`src/rtl/ex_pkg.sv`:
```
// ex_pkg: shared definitions for the execute stage.
//   ALU_* : 4-bit ALU operation codes carried in id_ex_alu_op
//   MUL_CYCLES : shift-add iterations of the optional multiplier
//   mul_state_t : multiplier sequencer states
package ex_pkg;
   localparam logic [3:0] ALU_ADD = 4'd0;
   localparam logic [3:0] ALU_SUB = 4'd1;
   localparam logic [3:0] ALU_AND = 4'd2;
   localparam logic [3:0] ALU_OR  = 4'd3;
   localparam logic [3:0] ALU_XOR = 4'd4;
   localparam logic [3:0] ALU_SLT = 4'd5;
   localparam logic [3:0] ALU_SLL = 4'd6;
   localparam logic [3:0] ALU_SRL = 4'd7;
   localparam logic [3:0] ALU_MUL = 4'd8;
   localparam int MUL_CYCLES = 32;
   typedef enum logic [1:0] {MUL_IDLE, MUL_BUSY, MUL_DONE} mul_state_t;
endpackage

```
`src/rtl/ex_mul_iter.sv`:
```
// ex_mul_iter: iterative shift-add multiplier producing the low XLEN bits of a*b.
//   clk, rst      : clock, synchronous active-high reset (aborts a running multiply)
//   start         : accept a and b while idle
//   a, b          : operands
//   busy          : high during the MUL_CYCLES shift-add cycles
//   done          : high for the single cycle after the last iteration; product valid
//   product       : accumulated result
module ex_mul_iter
   import ex_pkg::*;
#(
   parameter int XLEN = 32
) (
   input  logic            clk,
   input  logic            rst,
   input  logic            start,
   input  logic [XLEN-1:0] a,
   input  logic [XLEN-1:0] b,
   output logic            busy,
   output logic            done,
   output logic [XLEN-1:0] product
);
   localparam int CW = $clog2(MUL_CYCLES);
   localparam logic [CW-1:0] LAST = CW'(MUL_CYCLES - 1);
   mul_state_t state, next;
   logic [CW-1:0] count;
   logic [XLEN-1:0] ma, mb;
   assign busy = state == MUL_BUSY;
   assign done = state == MUL_DONE;
   always_ff @(posedge clk)
      state <= rst ? MUL_IDLE : next;
   always_comb begin
      next = state;
      next = state == MUL_IDLE ? (start ? MUL_BUSY : MUL_IDLE)
           : state == MUL_BUSY ? (count == LAST ? MUL_DONE : MUL_BUSY)
           : MUL_IDLE;
   end
   // multiplicand shifts left, multiplier shifts right: bit 0 of mb selects each partial product
   always_ff @(posedge clk) begin
      if (rst) begin
         count   <= '0;
         ma      <= '0;
         mb      <= '0;
         product <= '0;
      end else if (state == MUL_IDLE && start) begin
         count   <= '0;
         ma      <= a;
         mb      <= b;
         product <= '0;
      end else if (state == MUL_BUSY) begin
         product <= product + (mb[0] ? ma : '0);
         ma      <= ma << 1;
         mb      <= mb >> 1;
         count   <= count + 1'b1;
      end
   end
endmodule

```
`src/rtl/execute.sv`:
```
// execute: EX stage - ALU, BEQ resolution and EX/MEM pipeline register.
//   clk, rst        : clock, synchronous active-high reset
//   id_ex_*         : ID/EX register contents (operands, immediate, rd, op, controls)
//   ex_mem_*        : registered EX/MEM contents; pc_src/npc redirect fetch
//   ex_flush        : equals ex_mem_pc_src; kills IF/ID and ID/EX
//   ex_stall        : combinational freeze of PC, IF/ID, ID/EX while multiplying
// Build option: EXECUTE_MUL_EN enables the iterative multiplier for op 8;
// without it op 8 yields 0 in one cycle and ex_stall is tied low.
module execute
   import ex_pkg::*;
#(
   parameter int XLEN = 32
) (
   input  logic            clk,
   input  logic            rst,
   input  logic            id_ex_valid,
   input  logic [XLEN-1:0] id_ex_npc,
   input  logic [XLEN-1:0] id_ex_rs_val,
   input  logic [XLEN-1:0] id_ex_rt_val,
   input  logic [XLEN-1:0] id_ex_imm,
   input  logic [4:0]      id_ex_rd,
   input  logic [3:0]      id_ex_alu_op,
   input  logic            id_ex_alu_src,
   input  logic            id_ex_branch,
   input  logic            id_ex_mem_read,
   input  logic            id_ex_mem_write,
   input  logic            id_ex_reg_write,
   output logic            ex_mem_valid,
   output logic            ex_mem_mem_read,
   output logic            ex_mem_mem_write,
   output logic            ex_mem_reg_write,
   output logic            ex_mem_zero,
   output logic [XLEN-1:0] ex_mem_alu_result,
   output logic [XLEN-1:0] ex_mem_rt_val,
   output logic [4:0]      ex_mem_rd,
   output logic            ex_mem_pc_src,
   output logic [XLEN-1:0] ex_mem_npc,
   output logic            ex_flush,
   output logic            ex_stall
);
   logic [XLEN-1:0] b_op, diff, alu_result, result;
   logic [4:0] shamt;
   logic zero, kill;
   assign b_op  = id_ex_alu_src ? id_ex_imm : id_ex_rt_val;
   assign diff  = id_ex_rs_val - b_op;
   assign zero  = diff == '0;
   assign shamt = id_ex_imm[10:6];
   always_comb begin
      alu_result = '0;
      case (id_ex_alu_op)
         ALU_ADD: alu_result = id_ex_rs_val + b_op;
         ALU_SUB: alu_result = diff;
         ALU_AND: alu_result = id_ex_rs_val & b_op;
         ALU_OR:  alu_result = id_ex_rs_val | b_op;
         ALU_XOR: alu_result = id_ex_rs_val ^ b_op;
         ALU_SLT: alu_result = {{(XLEN-1){1'b0}}, $signed(id_ex_rs_val) < $signed(b_op)};
         ALU_SLL: alu_result = id_ex_rs_val << shamt;
         ALU_SRL: alu_result = id_ex_rs_val >> shamt;
         default: alu_result = '0;
      endcase
   end
`ifdef EXECUTE_MUL_EN
   logic mul_start, mul_busy, mul_done;
   logic [XLEN-1:0] mul_product;
   // a squashed MUL must not start; DONE still sees the held MUL in ID/EX, so gate on idle
   assign mul_start = ~rst & id_ex_valid & ~ex_mem_pc_src & (id_ex_alu_op == ALU_MUL)
                    & ~mul_busy & ~mul_done;
   assign ex_stall  = ~rst & (mul_start | mul_busy);
   assign result    = mul_done ? mul_product : alu_result;
   ex_mul_iter #(.XLEN(XLEN)) u_mul (
      .clk     (clk),
      .rst     (rst),
      .start   (mul_start),
      .a       (id_ex_rs_val),
      .b       (b_op),
      .busy    (mul_busy),
      .done    (mul_done),
      .product (mul_product)
   );
`else
   assign ex_stall = 1'b0;
   assign result   = alu_result;
`endif
   // wrong-path, empty and stalled slots all load a fully zeroed bubble
   assign kill     = ~id_ex_valid | ex_mem_pc_src | ex_stall;
   assign ex_flush = ex_mem_pc_src;
   always_ff @(posedge clk) begin
      if (rst || kill) begin
         ex_mem_valid      <= 1'b0;
         ex_mem_mem_read   <= 1'b0;
         ex_mem_mem_write  <= 1'b0;
         ex_mem_reg_write  <= 1'b0;
         ex_mem_zero       <= 1'b0;
         ex_mem_alu_result <= '0;
         ex_mem_rt_val     <= '0;
         ex_mem_rd         <= '0;
         ex_mem_pc_src     <= 1'b0;
         ex_mem_npc        <= '0;
      end else begin
         ex_mem_valid      <= 1'b1;
         ex_mem_mem_read   <= id_ex_mem_read;
         ex_mem_mem_write  <= id_ex_mem_write;
         ex_mem_reg_write  <= id_ex_reg_write;
         ex_mem_zero       <= zero;
         ex_mem_alu_result <= result;
         ex_mem_rt_val     <= id_ex_rt_val;
         ex_mem_rd         <= id_ex_rd;
         ex_mem_pc_src     <= id_ex_branch & zero;
         ex_mem_npc        <= id_ex_npc + (id_ex_imm << 2);
      end
   end
endmodule
```
`config.mk`:
```
export PLATFORM = sky130hd
export DESIGN_NAME = execute
export DESIGN_NICKNAME = d
export VERILOG_FILES = /design/src/rtl/ex_pkg.sv /design/src/rtl/ex_mul_iter.sv /design/src/rtl/execute.sv
export SDC_FILE = /design/constraint.sdc
export NUM_CORES = 1
export LEC_CHECK = 0
export BUFFER_PORTS_ARGS = -buffer_cell sky130_fd_sc_hd__clkbuf_2
export CORE_ASPECT_RATIO = 1.75
export CORE_MARGIN = 3
export CORE_UTILIZATION = 55
export DETAILED_ROUTE_END_ITERATION = 10
export PLACE_DENSITY = 0.88
export RECOVER_POWER = 25
export SYNTH_ARGS = -nofsm -noshare
export SYNTH_HDL_FRONTEND = slang
export SYNTH_SLANG_ARGS = --single-unit
```
`constraint.sdc`:
```
create_clock -name clk -period 10.1 [get_ports clk]
set_input_delay 2.02 -clock clk [delete_from_list [all_inputs] [get_ports clk]]
set_output_delay 2.02 -clock clk [all_outputs]
set_load 0.01 [all_outputs]
```
==> out/metrics.csv <==
stage,metric,value,unit
clocking,Num Clock Sinks,107,
sta,Max-slew headroom,19.2,%
pwr,Leak,6.67,nW
sta,Final Hold Vio Count,0,
synthesis,yosys warns,0,
clocking,Worst-Skew Late Latency,0.41,ns
worst_setup_path,CP Class,input port to flip-flop,
sta,setup TNS,0,ns
route,Antenna Nets Post-Route,0,
sta,clock period minus worst slack,6.54,ns
worst_setup_path,CP Capture Type,flip-flop,
floorplanning,core area,22900,um^2
sta,Setup Skew,0.0188,ns
sta,final period utilization,64.8,%
job,number of max-cap violations,0,
route,First-pass DRT Iterations,7,
sta,Final setup viols,0,
floorplanning,Die Y-Extent,209,um
sta,Fmax achieved,153,MHz
synthesis,mean cell area of the mapped netlist,7.54,um^2
synthesis,"Seq/Total Area, Yosys",16.5,%
worst_setup_path,CP Data Arrival Time,6.89,ns
final_layout,share of cells above drive strength 1,15.3,%
synthesis,ys async rst share,0,%
synthesis,Mapped Cells,1718,
synthesis,#FFs+latches synth,107,
route,drt wl/cell,26.9,um
worst_setup_path,reg2reg setup slack,6.43,ns
worst_setup_path,startpoint types,input port,
place,GPL Wtd Cong,1.07,
grt,largest net degree at the start of global routing,98,
clocking,number of H-tree levels,3,
synthesis,Netlist cell types,90,
route,DR vias,14700,
status,status,"complete, no violations",
clocking,Bufs on Longest Clock Path,2,
grt,initial antenna violation count,1,
floorplanning,IO Pins,254,
clocking,hold_buf cts,0,
floorplanning,DIE WIDTH,122,um
final_layout,final std cells w/o fill,2200,
worst_setup_path,largest fanout on the critical path,32,
floorplanning,Starting Density,56.5,%
final_layout,most frequent cells in the layout,"197 x clkbuf_2, 171 x nor2_1, 148 x ha_1",
grt,total grt overflow,0,
worst_hold_path,Hold Crit Class,flip-flop to flip-flop,
sta,RSZ-0062 raised after global routing,false,
grt,Total GRT Usage,45.0,%
clocking,Worst-path clk slew,0.09,ns
clocking,CTS tree,built,
sta,Final Max Slew Viols,0,
route,post-route DRC violation count,0,
route,1st-iter DRT viols,1649,
clocking,CTS resizes,0,
floorplanning,num rows,73,
clocking,total CTS buffers,9,
clocking,"Setup Fix Bufs, Post-CTS",0,
place,Final HPWL DP,46800,um
synthesis,number of synthesized flops with an enable pin,0,
pwr,Power Dens Cells,115,nW/um^2
final_layout,P&R area growth vs syn,12.2,%
place,port bufs,252,
route,DRT Wirelength,59100,um
synthesis,syn_nets,2014,
pwr,Peak VDD IR,0.114,mV
grt,vias in the first global route,14100,
grt,wire length of the first global-routing pass,85500,um
synthesis,ys flop type,dfxtp_1,
route,via density per instance,6.67,
clocking,root buffer cell,clkbuf_16,
worst_setup_path,critical path required time,10.44,ns
final_layout,# fillers,2155,
final_layout,"commonest non-fill, non-tap cell in the layout",clkbuf_2,
final_layout,nets,2191,
final_layout,# diodes,0,
place,dpl cells,2184,
synthesis,Post-Syn Area,13000,um^2
sta,Tightest Pin Transition,1.21,ns
floorplanning,Die ar.,25500,um^2
routing by layer:
| layer | vias to the layer above | GRT usage, % | share of wire, % |
|---|---|---|---|
| met3 | 347 | 9.07 | 7.6 |
| met5 | - | 0 | 0 |
| met1 | 6803 | 45.7 | 33 |
| li1 | 6593 | - | - |
| met4 | 0 | 45.5 | 13 |
| met2 | 936 | 73.6 | 46 |
power breakdown:
group,switching [W],internal [W]
Combinational,0.000529,0.000284
Sequential,0.00000543,0.000441
Clock,0.000205,0.000203
Total,0.000740,0.000928
critical path, cell delays in order:
cell	delay (ns)
clkbuf_2	0.08
buf_4	0.51
mux2i_1	0.73
ha_1	0.42
a21oi_1	0.21
o21ai_0	0.24
o32a_2	0.49
a41oi_2	0.49
o21ai_1	0.21
xor2_1	0.31
o2111ai_1	0.17
or4_4	0.53
nor4b_4	0.26
and2_1	0.15
layout make-up:
| cell class | count | area, um^2 | area share, % |
|---|---|---|---|
| multi-input combinational | 1412 | 10000 | 68.8 |
| sequential | 107 | 2140 | 14.7 |
| timing repair buffer | 269 | 1320 | 9.10 |
| tap | 300 | 375 | 2.58 |
| inverter | 96 | 360 | 2.48 |
| clock buffer | 9 | 225 | 1.55 |
| clock inverter | 7 | 110 | 0.757 |
per-stage QoR:
| stage | setup WS, ns | power [W] | util, % | instance area, um^2 | hold slack [ns] |
|---|---|---|---|---|---|
| 6_report | 3.56 | 0.00167 | 63.4 | 14500 | 0.998 |
| 3_3_place_gp | 3.44 | 0.00123 | 62.2 | 14300 | 0.958 |
| 5_1_grt | 3.44 | 0.00174 | 63.4 | 14500 | 1.01 |
| 2_1_floorplan | 3.81 | 0.000977 | - | 13000 | 0.872 |
| 4_1_cts | 3.76 | 0.00164 | 63.7 | 14600 | 0.975 |
| 3_5_place_dp | 3.37 | 0.00123 | 62.2 | 14300 | 0.973 |
worst paths after layout:
kind | depth (start not counted) | startpoint | end
setup / recovery | 14 | id_ex_alu_src | ex_flush
hold / removal | 3 | ex_flush | ex_mem_npc[23]
setup reg to reg | 12 | ex_flush | ex_flush
hold reg to reg | 3 | ex_flush | ex_mem_npc[23]
registers in the layout, indices dropped and copies added (netlist names):
register	count
ex_mem_mem_read	1
ex_mem_mem_write	1
ex_mem_npc	32
ex_mem_valid	1
ex_mem_rt_val	32
ex_mem_zero	1
ex_mem_reg_write	1
ex_mem_alu_result	32
ex_mem_rd	5
ex_flush	1
synthesized netlist by cell type (all sizes together) (5+ instances only):
cell       n  area share (%)
a2111oi    7            0.57
nor3      37             1.4
a221o      8            0.63
ha       148              14
mux4       9             1.6
nand2    113             3.3
xor2      21             1.4
nand4      9            0.43
and3       9            0.44
inv       94             2.7
a21o      30             1.7
nor2     171             5.0
clkbuf    79             2.7
mux2i    109             8.4
or4        7            0.44
nand3     20            0.77
mux2      12             1.0
nand2b    32             1.5
o21bai    16            0.93
o2111ai    5            0.34
a22oi     14            0.81
a21oi    142             5.5
a21boi     5            0.29
o211ai    17            0.99
xnor2     41             2.8
buf       23            0.87
nor4      11            0.53
and2      55             2.7
o31ai      7            0.41
o21ai    135             5.2
a41oi      8            0.60
nor2b     25             1.2
a211o      6            0.42
a31oi     17            0.82
a211oi    21             1.2
o22ai     29             1.4
a221oi    27             1.8
o21a      12            0.70
or3       13            0.69
dfxtp    107              17
cells by family after synthesis:
group / after synthesis / share of synthesized area [%]
buf+inv: 199 / 6.41
mux: 130 / 11.0
other cells: 1 / 0.0289
flops: 107 / 16.5
xor+xnor: 62 / 4.19
fa+ha+maj: 151 / 14.8
simple gates: 523 / 19.8
compound gates: 545 / 27.3
Note: power is estimated with default switching activity, not from simulation.
